$ cat src/rtl/ysyx_22050854_booth_mul_iter_pkg.sv
// Shared types and constants for the iterative radix-4 Booth multiplier.
package ysyx_22050854_booth_mul_iter_pkg;

  typedef enum logic [1:0] {
    MUL_IDLE = 2'd0,
    MUL_BUSY = 2'd1,
    MUL_DONE = 2'd2
  } mul_state_e;

  // mul_signed encodings: {a_signed, b_signed}
  localparam logic [1:0] MUL_SS = 2'b11;
  localparam logic [1:0] MUL_SU = 2'b10;
  localparam logic [1:0] MUL_UU = 2'b00;

  typedef struct packed {
    logic neg;
    logic neg2;
    logic pos;
    logic pos2;
  } booth_sel_t;

endpackage

$ cat src/rtl/ysyx_22050854_booth_mul_iter_if.sv
// Request/response bundle between the EXU and the Booth multiplier.
interface ysyx_22050854_booth_mul_iter_if #(
  parameter int WIDTH  = 64,
  parameter int WWIDTH = 32
);
  logic             mul_valid;
  logic             mul_ready;
  logic             flush;
  logic             mulw;
  logic [1:0]       mul_signed;
  logic [WIDTH-1:0] multiplicand;
  logic [WIDTH-1:0] multiplier;
  logic             out_valid;
  logic             out_ready;
  logic [WIDTH-1:0] result_hi;
  logic [WIDTH-1:0] result_lo;

  modport master (
    output mul_valid, flush, mulw, mul_signed, multiplicand, multiplier, out_ready,
    input  mul_ready, out_valid, result_hi, result_lo
  );

  modport slave (
    input  mul_valid, flush, mulw, mul_signed, multiplicand, multiplier, out_ready,
    output mul_ready, out_valid, result_hi, result_lo
  );
endinterface

$ cat src/rtl/ysyx_22050854_booth_mul_iter_sel.sv
// Radix-4 Booth digit decoder: 3-bit window to one-hot multiple select.
module ysyx_22050854_booth_sel
  import ysyx_22050854_booth_mul_iter_pkg::*;
(
  input  logic [2:0]  i_window,
  output booth_sel_t  o_sel
);

  always_comb begin
    o_sel = '0;
    unique case (i_window)
      3'b001, 3'b010: o_sel.pos  = 1'b1;
      3'b011:         o_sel.pos2 = 1'b1;
      3'b100:         o_sel.neg2 = 1'b1;
      3'b101, 3'b110: o_sel.neg  = 1'b1;
      default:        o_sel      = '0;
    endcase
  end

endmodule

$ cat src/rtl/ysyx_22050854_booth_mul_iter.sv
// Iterative radix-4 Booth multiplier: one digit per cycle into a 2*WIDTH accumulator,
// RV64M signedness modes plus MULW, valid/ready on both sides, flushable.
module ysyx_22050854_booth_mul_iter
  import ysyx_22050854_booth_mul_iter_pkg::*;
#(
  parameter int WIDTH  = 64,
  parameter int WWIDTH = 32
) (
  input  logic clk,
  input  logic rst,
  ysyx_22050854_booth_mul_iter_if.slave io_mul
);

  localparam int DIGITS  = (WIDTH + 2) / 2;
  localparam int WDIGITS = (WWIDTH + 2) / 2;
  localparam int CNTW    = $clog2(DIGITS);
  localparam int PW      = 2 * WIDTH;
  localparam int BW      = WIDTH + 2;

  mul_state_e       r_state, w_stateNext;
  logic [CNTW-1:0]  r_count;
  logic [BW-1:0]    r_b;
  logic             r_bPrev;
  logic [PW-1:0]    r_a;
  logic [PW-1:0]    r_acc;
  logic             r_mulw;
  logic [WIDTH-1:0] r_resHi, r_resLo;

  logic             w_accept, w_lastDigit, w_mulReady, w_outValid, w_cin;
  logic [PW-1:0]    w_aExt, w_mult, w_pp, w_accNext;
  logic [BW-1:0]    w_bExt;
  logic [WIDTH-1:0] w_prodHi, w_prodLo;
  booth_sel_t       w_sel;

  assign w_accept    = (r_state == MUL_IDLE) & io_mul.mul_valid & ~io_mul.flush;
  assign w_lastDigit = (r_count == (r_mulw ? CNTW'(WDIGITS - 1) : CNTW'(DIGITS - 1)));

  always_ff @(posedge clk or posedge rst) begin
    if (rst) r_state <= MUL_IDLE;
    else     r_state <= w_stateNext;
  end

  always_comb begin
    w_stateNext = r_state;
    w_mulReady  = 1'b0;
    w_outValid  = 1'b0;
    unique case (r_state)
      MUL_IDLE: begin
        w_mulReady = 1'b1;
        if (w_accept) w_stateNext = MUL_BUSY;
      end
      MUL_BUSY: begin
        if (io_mul.flush)     w_stateNext = MUL_IDLE;
        else if (w_lastDigit) w_stateNext = MUL_DONE;
      end
      MUL_DONE: begin
        w_outValid = 1'b1;
        if (io_mul.flush || io_mul.out_ready) w_stateNext = MUL_IDLE;
      end
      default: w_stateNext = MUL_IDLE;
    endcase
  end

  // A lives pre-extended to 2*WIDTH so every multiple is already sign-extended.
  assign w_aExt = io_mul.mulw
    ? {{(PW - WWIDTH){io_mul.multiplicand[WWIDTH-1]}}, io_mul.multiplicand[WWIDTH-1:0]}
    : {{WIDTH{io_mul.mul_signed[1] & io_mul.multiplicand[WIDTH-1]}}, io_mul.multiplicand};
  assign w_bExt = io_mul.mulw
    ? {{(BW - WWIDTH){io_mul.multiplier[WWIDTH-1]}}, io_mul.multiplier[WWIDTH-1:0]}
    : {{2{io_mul.mul_signed[0] & io_mul.multiplier[WIDTH-1]}}, io_mul.multiplier};

  ysyx_22050854_booth_sel u_sel (
    .i_window ({r_b[1:0], r_bPrev}),
    .o_sel    (w_sel)
  );

  // Negative multiples are ~M with the +1 supplied as adder carry-in.
  assign w_mult    = (w_sel.pos2 | w_sel.neg2) ? (r_a << 1) : r_a;
  assign w_pp      = (w_sel.pos | w_sel.pos2) ? w_mult :
                     (w_sel.neg | w_sel.neg2) ? ~w_mult : '0;
  assign w_cin     = w_sel.neg | w_sel.neg2;
  assign w_accNext = r_acc + w_pp + PW'(w_cin);

  assign w_prodLo = r_mulw ? {{(WIDTH - WWIDTH){w_accNext[WWIDTH-1]}}, w_accNext[WWIDTH-1:0]}
                           : w_accNext[WIDTH-1:0];
  assign w_prodHi = r_mulw ? {WIDTH{w_accNext[WWIDTH-1]}} : w_accNext[PW-1:WIDTH];

  always_ff @(posedge clk or posedge rst) begin
    if (rst) begin
      r_count <= '0;
      r_b     <= '0;
      r_bPrev <= 1'b0;
      r_a     <= '0;
      r_acc   <= '0;
      r_mulw  <= 1'b0;
      r_resHi <= '0;
      r_resLo <= '0;
    end else if (w_accept) begin
      r_count <= '0;
      r_b     <= w_bExt;
      r_bPrev <= 1'b0;
      r_a     <= w_aExt;
      r_acc   <= '0;
      r_mulw  <= io_mul.mulw;
    end else if (r_state == MUL_BUSY && !io_mul.flush) begin
      r_count <= r_count + CNTW'(1);
      r_b     <= {{2{r_b[BW-1]}}, r_b[BW-1:2]};
      r_bPrev <= r_b[1];
      r_a     <= r_a << 2;
      r_acc   <= w_accNext;
      if (w_lastDigit) begin
        r_resHi <= w_prodHi;
        r_resLo <= w_prodLo;
      end
    end
  end

  assign io_mul.mul_ready = w_mulReady;
  assign io_mul.out_valid = w_outValid;
  assign io_mul.result_hi = r_resHi;
  assign io_mul.result_lo = r_resLo;

endmodule

$ cat src/flat_wrapper.sv
// flat-port wrapper written by rule: the top's interface ports become plain ports
module ysyx_22050854_booth_mul_iter_flat import ysyx_22050854_booth_mul_iter_pkg::*;
#(
  parameter int WIDTH  = 64,
  parameter int WWIDTH = 32
)
  (clk, rst, io_mul_mul_valid, io_mul_flush, io_mul_mulw, io_mul_mul_signed, io_mul_multiplicand, io_mul_multiplier, io_mul_out_ready, io_mul_mul_ready, io_mul_out_valid, io_mul_result_hi, io_mul_result_lo);
  ysyx_22050854_booth_mul_iter_if #(.WIDTH(WIDTH), .WWIDTH(WWIDTH)) io_mul_i ();
  input  logic clk;
  input  logic rst;
  input wire logic [$bits(io_mul_i.mul_valid)-1:0] io_mul_mul_valid;
  input wire logic [$bits(io_mul_i.flush)-1:0] io_mul_flush;
  input wire logic [$bits(io_mul_i.mulw)-1:0] io_mul_mulw;
  input wire logic [$bits(io_mul_i.mul_signed)-1:0] io_mul_mul_signed;
  input wire logic [$bits(io_mul_i.multiplicand)-1:0] io_mul_multiplicand;
  input wire logic [$bits(io_mul_i.multiplier)-1:0] io_mul_multiplier;
  input wire logic [$bits(io_mul_i.out_ready)-1:0] io_mul_out_ready;
  output wire logic [$bits(io_mul_i.mul_ready)-1:0] io_mul_mul_ready;
  output wire logic [$bits(io_mul_i.out_valid)-1:0] io_mul_out_valid;
  output wire logic [$bits(io_mul_i.result_hi)-1:0] io_mul_result_hi;
  output wire logic [$bits(io_mul_i.result_lo)-1:0] io_mul_result_lo;
  assign io_mul_i.mul_valid = io_mul_mul_valid;
  assign io_mul_i.flush = io_mul_flush;
  assign io_mul_i.mulw = io_mul_mulw;
  assign io_mul_i.mul_signed = io_mul_mul_signed;
  assign io_mul_i.multiplicand = io_mul_multiplicand;
  assign io_mul_i.multiplier = io_mul_multiplier;
  assign io_mul_i.out_ready = io_mul_out_ready;
  assign io_mul_mul_ready = io_mul_i.mul_ready;
  assign io_mul_out_valid = io_mul_i.out_valid;
  assign io_mul_result_hi = io_mul_i.result_hi;
  assign io_mul_result_lo = io_mul_i.result_lo;
  ysyx_22050854_booth_mul_iter #(.WIDTH(WIDTH), .WWIDTH(WWIDTH)) u_core (.clk(clk), .rst(rst), .io_mul(io_mul_i));
endmodule
$ cat config.mk
export PLATFORM = sky130hd
export DESIGN_NAME = ysyx_22050854_booth_mul_iter_flat
export DESIGN_NICKNAME = d
export VERILOG_FILES = /design/src/rtl/ysyx_22050854_booth_mul_iter_pkg.sv /design/src/rtl/ysyx_22050854_booth_mul_iter_if.sv /design/src/rtl/ysyx_22050854_booth_mul_iter_sel.sv /design/src/rtl/ysyx_22050854_booth_mul_iter.sv /design/src/flat_wrapper.sv
export SDC_FILE = /design/constraint.sdc
export NUM_CORES = 2
export LEC_CHECK = 0
export CAP_MARGIN = 10
export CORE_UTILIZATION = 59
export CTS_CLUSTER_DIAMETER = 150
export DETAILED_ROUTE_END_ITERATION = 10
export HOLD_SLACK_MARGIN = 0.12
export PLACE_DENSITY_LB_ADDON = 0.08
export SYNTH_ARGS = -nofsm -noshare
export SYNTH_HDL_FRONTEND = slang
export SYNTH_SLANG_ARGS = --single-unit
$ cat constraint.sdc
create_clock -name clk -period 17.94 [get_ports clk]
set_clock_uncertainty 0.2 [all_clocks]
set_input_delay 1.794 -clock clk [delete_from_list [all_inputs] [get_ports clk]]
set_output_delay 1.794 -clock clk [all_outputs]
set_load 0.01 [all_outputs]
Yosys cells after proc, flatten, opt, wreduce, memory -nomap -nowiden
Cells that the tools add are included.

$add $sub $neg: 3. Eq/ne operators: 12. Multiplexer cells: 29. Bitwise logic cells: 10. Reductions and logical operators: 9.

Operator list (count): 2-to-1 mux 128 bit (8); 2-to-1 mux 66 bit (2); adder 128 x 1 -> 128 bit (1); adder 128 bit (1); 2-to-1 mux 64 bit (2); NOT 128 bit (1); 2-to-1 mux 65 bit (1); 2-to-1 mux 6 bit (3); == test 3 bit, second input constant (3); 2-to-1 mux 1 bit (8); 2-to-1 mux 2 bit (4); adder 6 x 1 -> 6 bit, second input constant (1); == test 3 x 2 -> 1 bit, second input constant (2); == test 6 bit (1); case mux 2 bit (3 select lines) (1); AND reduction 3 bit (2); AND 1 bit (4); != test 2 x 1 -> 1 bit, second input constant (2); OR reduction 2 bit (2); == test 3 x 1 -> 1 bit, second input constant (1); != test 3 x 2 -> 1 bit, second input constant (1); OR 1 bit (3); == test 2 x 1 -> 1 bit, second input constant (1); == test 2 bit, second input constant (1); other kinds (6) (7).

Flip-flop bits (word level): 460. Input port bits: 136. Output and inout bits: 130. Word-level logic and storage cells: 73.

Longest topological paths before layout
Word-level depth: 11. Gate-level depth with buffers: 20.

Cells and area by module
A second synthesis with hierarchy kept.

Cell total of the unflattened synthesis: 3535. Area total of the unflattened synthesis: 29423.2 um^2.

By module, submodules not included: ysyx_22050854_booth_mul_iter (instances 1, cells each 3529, area each 29385.7 um^2, sequential area each 11511.0 um^2); ysyx_22050854_booth_sel (instances 1, cells each 6, area each 37.5 um^2, sequential area each 0.0 um^2).

Least setup slack after synthesis
OpenSTA, ideal clock, no wires.

Kind: reg2reg. Start: register u_core.r_b[1]. End: register u_core.r_resHi[40] (netlist: u_core.io_mul.result_hi[40]). Setup time: 0.118 ns. Arrival: 4.437 ns. Setup slack: 13.185 ns. Cell stages (with the launch flop): 20. Path buffers: 3. Path through: dfrtp_1 -> clkbuf_1 -> buf_2 -> clkbuf_1 -> a21oi_1 -> o22ai_1 -> a31oi_1 -> fa_1 -> fa_1 -> nand3_1 -> a211oi_1 -> o2111ai_2 -> a31oi_4 -> a21boi_2 -> o21ai_2 -> a41oi_2 -> o211ai_1 -> or4_1 -> nand4_1 -> nand2_1.

Word-level cells in the longest chain between the ends: 10.

Ends and longest elaborated chain: start, declared (line ysyx_22050854_booth_mul_iter.sv:22) `logic [BW-1:0] r_b;`; start signal, assigned (line ysyx_22050854_booth_mul_iter.sv:100) `r_b <= w_bExt;`; start signal, assigned (line ysyx_22050854_booth_mul_iter.sv:107) `r_b <= {{2{r_b[BW-1]}}, r_b[BW-1:2]};`; == test 3 x 2 -> 1 bit or == test 3 bit (tied branches) (line ysyx_22050854_booth_mul_iter_sel.sv:11) `unique case (i_window)`; 2-to-1 mux 1 bit (line ysyx_22050854_booth_mul_iter_sel.sv:11); OR 1 bit (line ysyx_22050854_booth_mul_iter.sv:78) `assign w_mult = (w_sel.pos2 | w_sel.neg2) ? (r_a << 1) : r_a;`; 2-to-1 mux 128 bit (line ysyx_22050854_booth_mul_iter.sv:78); NOT 128 bit (line ysyx_22050854_booth_mul_iter.sv:80) `(w_sel.neg | w_sel.neg2) ? ~w_mult : '0;`; 2-to-1 mux 128 bit (line ysyx_22050854_booth_mul_iter.sv:80); 2-to-1 mux 128 bit (line ysyx_22050854_booth_mul_iter.sv:79) `assign w_pp = (w_sel.pos | w_sel.pos2) ? w_mult :`; adder 128 bit (line ysyx_22050854_booth_mul_iter.sv:82) `assign w_accNext = r_acc + w_pp + PW'(w_cin);`; adder 128 x 1 -> 128 bit (*) (line ysyx_22050854_booth_mul_iter.sv:82); 2-to-1 mux 64 bit (*) (line ysyx_22050854_booth_mul_iter.sv:86) `assign w_prodHi = r_mulw ? {WIDTH{w_accNext[WWIDTH-1]}} : w_accNext[PW-1:WIDTH];`; end signal, assigned (line ysyx_22050854_booth_mul_iter.sv:112) `r_resHi <= w_prodHi;`; end, declared (line ysyx_22050854_booth_mul_iter.sv:27) `logic [WIDTH-1:0] r_resHi, r_resLo;`.

Every way passes the cells marked *; elsewhere a longest branch is shown, timed or not. A chain may end at the register's enable or synchronous reset.

Final worst setup path
Start: register u_core.r_b[1]. End: register u_core.r_resHi[63] (netlist: u_core.io_mul.result_hi[63]).

The elaborated chain is that of the path after synthesis.

==> run summary <==
DR WL/cell = 24.2 um
Flop pwr share = 24.8%
Post-Synthesis Cell Area = 30600 um^2
M1 GR Usage = 55.5%
synthesized instance count = 3651
sw frac = 49.1%
Crit Path Max Fanout = 73
RSZ-0062 raised after global routing = no
DR vias = 30243
via/cell ratio = 6.81
met2 Resource Use GR = 61.4%
layout cells sized above 1 = 4.68%
crit share post-route = 39.0%
max-cap violation count = 0
most frequent cells in the layout = o21ai_0, nand2_1, dfrtp_1
final setup fails = 0
root buf cell = clkbuf_16
area delta synth->final = 14.9%
WP data required = 18240 ps
Seq cells post-synth = 460
post-route ant nets = 0
drt first pass iters = 6
Clock Power Share = 18.7%
worst path bufs/invs = 2
Post-CTS Hold Fix Bufs = 0
Synth Flop Type = dfrtp_1
placed cell area = 33300 um^2
DIE HEIGHT = 230 um
final core utilization = 68.5%
total gr overflow = 0
number of post-CTS setup repair buffers = 0
CTS tree = built
cell chain of the critical path = nor2_4, buf_4, buf_4, a22oi_1, o21ai_0, ha_1, nand4_1, nor4_1, nand3_1, a21oi_1, o31ai_1, a211o_1, a31oi_1, a31oi_1, mux2i_1, o21ai_0, a21oi_1
DR iter-0 viols = 3525
Highest Clock Rate = 0.143 GHz
slew margin rel. = 14.5%
initial antenna violation count = 3
Power Total = 6.08 mW
leakage = 14.9 nW
peak supply drop = 119 uV
cts bufs inserted = 50
FP Rows = 83
CP Capture Type = flop
Final min period = 7000 ps
Largest delay share family, worst path = compound AO/OA/AOI/OAI gates
largest net degree at the start of global routing = 133
Layout Nets = 3984
GPL Wtd Cong = 1.01
Mean Syn Cell Area = 8.37 um^2
clk_lat worst skew = 660 ps
vias in the first global route = 29147
gr busiest metal = met2
TNS Setup = 0 ps
# clock sinks = 460
number of synthesized flops with an enable pin = 0
Netlist cell types = 88
core footprint = 51200 um^2
DP HPWL = 74800 um
slowest stage delay, CP = 800 ps
Slew @ Worst Pin = 1280 ps
final instance area = 35100 um^2
met3 usage = 8.37%
first-pass GRT wire length = 167000 um
ys async rst share = 100%
final WL = 107000 um
Max Slew Vio Count = 0
htree depth = 2
kind of critical path = flop to flop
I/O Pins = 266
Mapped Nets = 3917
residual DRC count = 0
Internal = 3.10 mW
GR Util All Layers = 40.3%
yosys warns = 0
CP startpoint kind = flop
Seq/Total Area, Yosys = 37.7%
Die Wd = 230 um
commonest non-fill, non-tap cell in the layout = o21ai_0
Initial Utilization = 59.7%
Port Buf Inserts = 265
Worst-path clk slew = 60 ps
slowest cell on the critical path = buf_4
cts repair resizes = 0
Max clock buf depth = 3
Hold Violations, Final = 0
switching pwr = 2.98 mW
Die Area = 52700 um^2
status = completed
Worst Hold Class = flop to flop
Arr. time, crit path = 7300 ps
PD cells = 173 nW/um^2
combinational fraction of design power = 56.5%
## area by class of cell
cell class / count / area [um^2]
multi-input combinational: 2863 / 17900
fill: 3888 / 16100
sequential: 460 / 11500
timing repair buffer: 298 / 2900
clock buffer: 65 / 1380
tap: 680 / 851
clock inverter: 28 / 409
inverter: 45 / 176
antenna: 1 / 2.50
## metal layers
metal | up-vias | share of wire [%]
met5 | - | 0.012
met1 | 14641 | 41
li1 | 13408 | -
met3 | 337 | 9.8
met2 | 1855 | 44
met4 | 2 | 4.7
## worst paths after layout
check	start	to	slack [ps]	cells after the start
worst min-delay path	u_core.io_mul.result_lo[56]	u_core.io_mul.result_lo[56]	280	2
worst max register to register	u_core.r_b[1]	u_core.io_mul.result_hi[63]	10940	17
worst max-delay path	u_core.r_b[1]	u_core.io_mul.result_hi[63]	10940	17
min in group asynchronous	rst	u_core.io_mul.result_lo[25]	1480	2
max in group asynchronous	rst	u_core.r_acc[47]	12780	5
worst min register to register	u_core.io_mul.result_lo[56]	u_core.io_mul.result_lo[56]	280	2
## power by group through the flow
| stage | registers, mW | logic (mW) | clock network (mW) |
|---|---|---|---|
| 2_1_floorplan | 1.41 | 2.42 | 0 |
| 5_1_grt | 1.53 | 3.70 | 1.18 |
| 4_1_cts | 1.49 | 3.33 | 1.14 |
| 3_3_place_gp | 1.49 | 3.25 | 0 |
| 6_report | 1.51 | 3.44 | 1.13 |
| 3_5_place_dp | 1.50 | 3.30 | 0 |
## metrics by stage
step / std cells / setup slack (ps) / hold slack [ps]
finish: 4440 / 10940 / 276
global route: 4439 / 10880 / 291
CTS: 4439 / 11160 / 279
detailed placement: 4346 / 11200 / 261
global placement: 4346 / 11280 / 259
floorplan: 3651 / 3120 / 251
## cells in the mapped netlist (19+ instances only)
| cell type | count | area [um^2] |
|---|---|---|
| a21o_1 | 43 | 323 |
| a21oi_1 | 277 | 1390 |
| a22o_1 | 84 | 736 |
| a22oi_1 | 93 | 698 |
| a31oi_1 | 90 | 563 |
| buf_2 | 19 | 95.1 |
| clkbuf_1 | 240 | 901 |
| dfrtp_1 | 460 | 11500 |
| ha_1 | 128 | 1600 |
| inv_1 | 44 | 165 |
| mux2i_1 | 69 | 691 |
| nand2_1 | 482 | 1810 |
| nand3_1 | 43 | 215 |
| nand4_1 | 67 | 419 |
| nor2_1 | 227 | 852 |
| nor2b_1 | 69 | 432 |
| nor3_1 | 35 | 175 |
| o21a_1 | 21 | 158 |
| o21ai_0 | 517 | 2590 |
| o21bai_1 | 37 | 278 |
| o221ai_1 | 41 | 359 |
| o22ai_1 | 66 | 413 |
| xnor2_1 | 110 | 963 |
| xor2_1 | 147 | 1290 |
## worst min-delay path: stages (launching register included)
cell and delay (ps):
dfrtp_1 350, nand2_1 50, nand2_1 50
## logic make-up after synthesis
| group | share of synthesized area (%) |
|---|---|
| AOI/OAI and AO/OA | 28.4 |
| muxes | 2.30 |
| adders and majority gates | 5.37 |
| and+or+nand+nor | 14.7 |
| buffers and inverters | 4.16 |
| DFF | 37.7 |
| xor gates and xnor gates | 7.37 |
## state kept, by name (all words and copies together) (netlist names)
register,count
u_core.r_a,128
u_core.r_acc,128
u_core.r_b,66
u_core.io_mul.result_hi,64
u_core.io_mul.result_lo,64
u_core.r_count,6
u_core.r_state,2
u_core.r_bPrev,1
u_core.r_mulw,1
Power figures use the tool's default switching activity.
